### config.mk
export PLATFORM = sky130hd
export DESIGN_NAME = fft_input_loader
export DESIGN_NICKNAME = d
export VERILOG_FILES = /design/src/rtl/fft_input_loader.sv
export SDC_FILE = /design/constraint.sdc
export NUM_CORES = 2
export LEC_CHECK = 0
export CORE_MARGIN = 2
export CORE_UTILIZATION = 53
export DETAILED_ROUTE_END_ITERATION = 16
export GPL_TIMING_DRIVEN = 0
export PLACE_DENSITY = 0.76
export SLEW_MARGIN = 20
export SYNTH_ARGS = -nofsm -noshare
export SYNTH_HDL_FRONTEND = slang
export SYNTH_SLANG_ARGS = --single-unit
### constraint.sdc
create_clock -name clk -period 4.6 [get_ports clk]
set_clock_uncertainty 0.1 [all_clocks]
set_input_delay 0.92 -clock clk [delete_from_list [all_inputs] [get_ports clk]]
set_output_delay 0.92 -clock clk [all_outputs]
set_load 0.01 [all_outputs]
### src/rtl/fft_input_loader.sv
// fft_input_loader: collects a serial stream of complex samples into two
// ping-pong banks and presents one bank at a time to top_control as flattened
// 32-point real/imag vectors, with a one-cycle fft_start handshake.
module fft_input_loader #(
    parameter int unsigned formatWidth = 9,
    parameter int unsigned points      = 32,
    parameter int unsigned sizeWidth   = 11
) (
    input  logic                          clk,
    input  logic                          rst,
    input  logic                          s_valid,
    output logic                          s_ready,
    input  logic [formatWidth-1:0]        s_real,
    input  logic [formatWidth-1:0]        s_imag,
    input  logic                          s_last,
    input  logic [sizeWidth-1:0]          cfg_size,
    output logic                          fft_start,
    input  logic                          fft_done,
    output logic [sizeWidth-1:0]          fft_size,
    output logic [formatWidth*points-1:0] input_real,
    output logic [formatWidth*points-1:0] input_imag,
    output logic                          busy,
    output logic                          frame_err,
    output logic                          size_err
);

    localparam int unsigned IDX_W = $clog2(points);
    localparam int unsigned VEC_W = formatWidth * points;

    // Bank storage and per-bank frame size
    logic [formatWidth-1:0] bank_re [2][points];
    logic [formatWidth-1:0] bank_im [2][points];
    logic [sizeWidth-1:0]   bank_n  [2];

    // Control state
    logic             fill_sel;
    logic             act_sel;
    logic [IDX_W-1:0] wr_idx;
    logic [1:0]       bank_full;
    logic             done_q;

    // Next-state values
    logic             fill_sel_d;
    logic             act_sel_d;
    logic [IDX_W-1:0] wr_idx_d;
    logic [1:0]       bank_full_d;
    logic             busy_d;
    logic             s_ready_d;
    logic [sizeWidth-1:0] fft_size_d;
    logic [VEC_W-1:0] re_d;
    logic [VEC_W-1:0] im_d;

    // Decode helpers
    logic                 accept;
    logic                 cfg_legal;
    logic [sizeWidth-1:0] first_n;
    logic [sizeWidth-1:0] cur_n;
    logic                 at_last;
    logic                 closing;
    logic                 done_edge;
    logic                 other;
    logic                 pend_other;
    logic                 launch;
    logic                 launch_sel;
    logic [sizeWidth-1:0] launch_n;
    logic                 launch_closing;
    logic [formatWidth-1:0] ent_re;
    logic [formatWidth-1:0] ent_im;

    // Beat acceptance, size legalisation and frame-position decode
    assign accept     = s_valid && s_ready;
    assign cfg_legal  = (cfg_size >= sizeWidth'(2)) && (cfg_size <= sizeWidth'(points)) &&
                        ((cfg_size & (cfg_size - sizeWidth'(1))) == '0);
    assign first_n    = cfg_legal ? cfg_size : sizeWidth'(points);
    assign cur_n      = (wr_idx == '0) ? first_n : bank_n[fill_sel];
    assign at_last    = (sizeWidth'(wr_idx) == (cur_n - sizeWidth'(1)));
    assign closing    = accept && at_last;
    assign done_edge  = fft_done && !done_q && busy;
    assign other      = ~fill_sel;
    // A full bank that is not the one currently being processed is waiting to launch
    assign pend_other = bank_full[other] && !(busy && (act_sel == other));

    // Next-state computation: fill progress, completion, launch and output vectors
    always_comb begin
        fill_sel_d     = fill_sel;
        act_sel_d      = act_sel;
        wr_idx_d       = wr_idx;
        bank_full_d    = bank_full;
        busy_d         = busy;
        fft_size_d     = fft_size;
        re_d           = input_real;
        im_d           = input_imag;
        launch         = 1'b0;
        launch_sel     = fill_sel;
        launch_n       = '0;
        launch_closing = 1'b0;
        ent_re         = '0;
        ent_im         = '0;

        if (accept) begin
            if (at_last) begin
                wr_idx_d              = '0;
                fill_sel_d            = ~fill_sel;
                bank_full_d[fill_sel] = 1'b1;
            end else begin
                wr_idx_d = wr_idx + IDX_W'(1);
            end
        end

        if (done_edge) begin
            bank_full_d[act_sel] = 1'b0;
            busy_d               = 1'b0;
        end

        // Completion frees the engine in the same cycle, so a waiting bank may launch now
        if (!busy || done_edge) begin
            if (pend_other) begin
                launch     = 1'b1;
                launch_sel = other;
            end else if (closing) begin
                launch     = 1'b1;
                launch_sel = fill_sel;
            end
        end

        if (launch) begin
            launch_closing = closing && (launch_sel == fill_sel);
            launch_n       = launch_closing ? cur_n : bank_n[launch_sel];
            act_sel_d      = launch_sel;
            busy_d         = 1'b1;
            fft_size_d     = launch_n;
            for (int k = 0; k < points; k++) begin
                ent_re = bank_re[launch_sel][k];
                ent_im = bank_im[launch_sel][k];
                // The closing sample is still in flight to the bank; forward it directly
                if (launch_closing && (IDX_W'(k) == wr_idx)) begin
                    ent_re = s_real;
                    ent_im = s_imag;
                end
                if (sizeWidth'(k) >= launch_n) begin
                    ent_re = '0;
                    ent_im = '0;
                end
                re_d[k*formatWidth +: formatWidth] = ent_re;
                im_d[k*formatWidth +: formatWidth] = ent_im;
            end
        end

        s_ready_d = !bank_full_d[fill_sel_d];
    end

    // Control and output registers
    always_ff @(posedge clk or negedge rst) begin
        if (!rst) begin
            fill_sel   <= 1'b0;
            act_sel    <= 1'b0;
            wr_idx     <= '0;
            bank_full  <= 2'b00;
            done_q     <= 1'b0;
            busy       <= 1'b0;
            s_ready    <= 1'b0;
            fft_start  <= 1'b0;
            fft_size   <= '0;
            frame_err  <= 1'b0;
            size_err   <= 1'b0;
            input_real <= '0;
            input_imag <= '0;
        end else begin
            fill_sel   <= fill_sel_d;
            act_sel    <= act_sel_d;
            wr_idx     <= wr_idx_d;
            bank_full  <= bank_full_d;
            done_q     <= fft_done;
            busy       <= busy_d;
            s_ready    <= s_ready_d;
            fft_start  <= launch;
            fft_size   <= fft_size_d;
            frame_err  <= accept && (s_last != at_last);
            size_err   <= accept && (wr_idx == '0) && !cfg_legal;
            input_real <= re_d;
            input_imag <= im_d;
        end
    end

    // Sample write into the filling bank; frame size captured on the first beat
    always_ff @(posedge clk or negedge rst) begin
        if (!rst) begin
            for (int b = 0; b < 2; b++) begin
                bank_n[b] <= '0;
                for (int k = 0; k < points; k++) begin
                    bank_re[b][k] <= '0;
                    bank_im[b][k] <= '0;
                end
            end
        end else if (accept) begin
            bank_re[fill_sel][wr_idx] <= s_real;
            bank_im[fill_sel][wr_idx] <= s_imag;
            if (wr_idx == '0) begin
                bank_n[fill_sel] <= first_n;
            end
        end
    end

endmodule

# == Word level (Yosys, flattened, before mapping) ==
# Cells that the tools add are included.
# W data, S select, Z words.
# op_classes
add_sub_neg,3
n_lt_le_gt_ge,45
n_eq_ne,35
n_mux,173
bitwise_logic,8
n_reduce_logical,58
# op_table
op,count
$mux W288,7
$mux W9,129
$bwmux W576,2
$demux W288 S1,1
$ge A5 B11 Y1 const A,16
$mux W11,10
$ge A4 B11 Y1 const A,8
$eq A5 B5 Y1 const A,16
$logic_and A1 B1 Y1,48
$demux W9 S5,1
$ge A3 B11 Y1 const A,4
$eq A4 B5 Y1 const A,8
$bwmux W22,1
$ge A1 B11 Y1 const A,2
$ge A2 B11 Y1 const A,2
$sub A11 B1 Y11 const B,2
$eq A3 B5 Y1 const A,4
$mux W1,15
$and A11 B11 Y11,1
$demux W11 S1,1
$eq A5 B11 Y1,1
$ge A11 B2 Y1 const B,1
$le A11 B6 Y1 const B,1
$logic_not A11 Y1,1
25 further kinds,40
# totals
reg_bits,1776
in_bits,34
out_inout_bits,592
wordCells,465

# == Longest topological paths before layout ==
# logic_depth
ltp_word,15
mapped_depth,20
mapped_depth_nobuf,15

# == Least setup slack after synthesis ==
# No wires, ideal clock.
# synth_path
path_kind,flip-flop to flip-flop
startpoint,register wr_idx[0]
endpoint,register input_real[257]
setup_time_ps,110
t_arrival_ps,4765
required_time_ps,4390
setup_slack_ps,-375
stages_incl_launch_ff,19
n_path_buf,5
synth_period_minus_slack_ps,4975
path_cell_list,dfrtp_1 inv_1 ha_1 nor4b_2 clkbuf_1 clkbuf_1 o21a_1 clkinv_1 ha_1 o211ai_1 mux2_2 a221o_1 buf_2 and3_1 buf_4 mux2i_4 o311ai_4 buf_2 o41ai_1
# synth_via
elab_chain_len,9
elab_cells_between_ends,15
# synth_lines
item,line,rtl
"start, declared",38,logic [IDX_W-1:0] wr_idx;
"start signal, assigned",171,wr_idx <= wr_idx_d;
$logic_not A5 Y1,75,assign cur_n = (wr_idx == '0) ? first_n : bank_n[fill_sel];
$mux W11,75,
$sub A11 B1 Y11,76,assign at_last = (sizeWidth'(wr_idx) == (cur_n - sizeWidth'(1)));
$eq A5 B11 Y1,76,
$logic_and A1 B1 Y1,77,assign closing = accept && at_last;
$logic_and A1 B1 Y1,127,launch_closing = closing && (launch_sel == fill_sel);
$mux W11 or $logic_and A1 B1 Y1 (tied branches),"128, 136",
$ge A5 B11 Y1 or $mux W9 (tied branches),"140, 136",
$mux W9,140,if (sizeWidth'(k) >= launch_n) begin
"end signal, assigned",180,input_real <= re_d;
"end, declared",20,"output logic [formatWidth*points-1:0] input_real,"
# Several ways; a longest one is shown, not always the timed one.
# A chain may end at the register's enable or synchronous reset.

# == Final worst setup path ==
# layout_path
startpoint,register wr_idx[2]
endpoint,register bank_re[159] in the netlist's numbering
# layout_via
elab_chain_len,8
elab_cells_between_ends,9
# layout_lines
item,line,rtl
$not A5 Y6 (not written as such) *,196,bank_re[fill_sel][wr_idx] <= s_real;
$ge A6 B6 Y1 (not written as such) or $lt A6 B1 Y1 (tied branches),196,
$logic_and A1 B1 Y1 (not written as such),196,
$mux W9 (not written as such),196,
$demux W9 S5 *,196,
$mux W288 (not written as such) *,196,
$demux W288 S1 *,196,
$bwmux W576 *,196,
"end signal, assigned by index",196,
"end, declared",31,logic [formatWidth-1:0] bank_re [2][points];
# Every way passes the cells marked *; elsewhere a longest branch is shown, timed or not.

==> out/results.ini <==
[cts]
cts_htree_levels = 4
clk_pin_slew_ns = 0.06
cts.sinks = 1776
numCtsBuffers = 185
cts_root_buf = clkbuf_16
clk_latency_ns = 0.89
clk_path_buf_depth = 3
cts_tree = built

[logic_synthesis]
synth_top_family_by_area = simple AND/OR/NAND/NOR gates
synthCells = 7606
synth_simple_gate_area_share_pct = 16.7
syn_area_per_cell_um2 = 10.6
ys_seq_area_share_pct = 55.0
synth_cell_types = 86
yosysWarnings = 0
synth-main-ff-cell = dfrtp_1
synthAdderAreaFrac_pct = 0.108
synth-edff-count = 0
synth_compound_area_share_pct = 7.95
synth.net_count = 7647
ys_seq_elements = 1776
synthXorXnorAreaFrac_pct = 0.0759
async_flop_share_pct = 100
yosys-mux-area-fraction_pct = 16.7
synthesis.area_mm2 = 0.0808

[setup_path]
cp_slowest_cell = nor3_2
critPathMaxFanout = 10
worst-endpoint-arrival_ns = 5.43
criticalPathCategory = reg2reg
slowest_delay_ns = 0.91
crit_required_ns = 5.27
crit_chain = clkbuf_1 -> nand2_1 -> clkbuf_1 -> nor3_2 -> clkbuf_1 -> mux2_2
startpoint_type = flip-flop
cp_common_cell = clkbuf_1
cp-end-kind = flip-flop

[finish]
nets = 8527
syn_to_final_growth_pct = 23.9
fillCellCount = 11500
final_layout_size_suffix_gt1_share_pct = 26.3

[run_status]
violations = negative setup slack
status = complete, but fails checks

[sta]
rsz0062_at_grt = true
timing.final.hold_violations = 0
layout_min_cycle_time_ns = 4.76
setup_viol = 60
worst_slack_ns = -0.162
relSlewSlack_pct = 3.74
hold_slack_ns = 0.378
max_freq_mhz = 210
worst_pin_slew_ns = 1.44
fin_crit_sh_pct = 104
slew_viol_final = 0

[placement]
dpl.hpwl_mm = 245
numPortBuffers = 604
gp_congestion = 1.02
pre_cts_slack_ns = -2.45

[routing]
ant_nets = 0
wl_met2_mm = 145
viasPerCell = 6.69
routed-wl-met3_mm = 54.8
drtIter0Drc = 9938
vias = 71800
first_pass_iters = 7
drc_errors = 0
wl_mm = 360
maxUsedRoutingLayer = met5
wl_met1_mm = 125
routedWlPerCell_um = 33.5

[global_route]
grt.overflow.total = 0
grt_max_degree = 150
grt_usage_pct = 45.0
grt_pass1_vias = 68500
grt_pass1_wl_mm = 496
antenna_found_initial = 59

[power]
total_power_mw = 54.4
peakVddDrop_mv = 0.441
powerDensity_mw_per_mm2 = 544
leakage_nw = 46.9

[die]
fp.dieH_um = 394
initial_core_util_pct = 53.3
rows = 143
core_area_mm2 = 0.152
dieArea_mm2 = 0.156
ioPinCount = 626
die_w_um = 394

[min_path]
hp-class = reg2reg

[flow_run]
max_cap_viol_count = 0

cell usage in the layout (no fill, tap or decap), drive strengths merged, types with 73 or more instances in the layout:
cell type and count:
o31ai 128, nand3 94, clkdlybuf4s50 603, mux2 1166, dfrtp 1776, diode 73
nor2 543, o211ai 78, buf 195, clkbuf 857, o41ai 378, and3 494
nand2 1864
final timing paths:
path,start,to,slack (ns),cells after the start
max in group asynchronous,rst,input_real[121],0.56,7
max reg2reg,wr_idx[2],bank_re[159],-0.16,6
min reg2reg,input_real[61],input_real[61],0.38,2
max,wr_idx[2],bank_re[159],-0.16,6
min in group asynchronous,rst,fft_size[7],0.45,2
min,input_real[61],input_real[61],0.38,2
cell usage after synthesis, types with 5 or more instances:
library cell,instances,area [um^2]
nand2_1,1863,6990
dfrtp_1,1776,44400
mux2_2,1165,13100
clkbuf_1,629,2360
nor2_1,543,2040
and3_1,494,3090
o41ai_1,359,3140
o31ai_1,128,961
nand3_1,92,460
o211ai_1,78,586
a22oi_1,54,405
buf_2,48,240
nor3_1,41,205
o21ai_0,37,185
a21oi_1,36,180
mux2i_1,33,330
or3_1,21,131
o41ai_2,19,309
and2_1,15,93.8
buf_1,11,41.3
inv_1,10,37.5
nand4_1,9,56.3
or2_2,9,56.3
ha_1,7,87.6
nor2b_1,7,43.8
nand2b_1,6,37.5
nand3b_1,6,45.0
xor2_1,6,52.6
nor3b_1,5,37.5
nor4_1,5,31.3
critical path, delay by kind of cell (launching register included):
| family | cells | cell delay (ns) |
|---|---|---|
| and+or+nand+nor | 2 | 1.69 |
| DFF | 1 | 0.50 |
| muxes | 1 | 0.42 |
| buffers and inverters | 3 | 1.93 |
cell families after synthesis:
group,count (synthesis)
mux,1201
flops,1776
compound gates,772
simple gates,3136
xor+xnor,7
fa+ha+maj,7
buf+inv,707
cell type report:
cell class / count / area (um^2) / share of cell area [%]
antenna: 73 / 183 / 0.182
multi-input combinational: 5123 / 35400 / 35.4
clock buffer: 268 / 5430 / 5.43
clock inverter: 72 / 907 / 0.906
sequential: 1776 / 44400 / 44.4
inverter: 12 / 62.6 / 0.0625
timing repair buffer: 714 / 7580 / 7.57
buffer: 674 / 3550 / 3.54
tap: 2030 / 2540 / 2.54
through the flow:
stage	cell area [um^2]	TNS (ns)	std cells	util (%)
5_1_grt	100000	-4.49	10700	65.9
6_report	100000	-4.73	10700	66.0
3_3_place_gp	89500	-	10200	59.0
4_1_cts	98600	-1.88	10700	65.0
3_5_place_dp	90500	-1410.49	10300	59.7
2_1_floorplan	80900	-0.211	7606	-
state kept, by name, indices dropped and copies added, names as in the netlist, 2 cells and up:
register,flops
wr_idx,5
fft_size,11
bank_n,22
bank_re,576
input_real,288
input_imag,288
bank_im,576
bank_full,2
routing by layer:
metal | vias up | GRT usage [%]
met1 | 35800 | 55.2
met5 | - | 2.00
met3 | 1700 | 20.4
met2 | 6038 | 60.7
met4 | 37 | 35.7
li1 | 28300 | -
where the power goes:
group / switching (mW) / internal, mW
clock: 6.85 / 8.94
sequential: 2.18 / 18.8
combinational: 10.6 / 7.03
total: 19.7 / 34.8
timing repair:
item	CTS	global route
hold endpoints to repair	10	0
pin swaps	21	13
gates cloned	3	3
hold buffers	1	0
setup endpoints to repair	1069	771
gates resized for setup	393	265
buffers inserted	52	22
(Power assumes the default switching activity.)
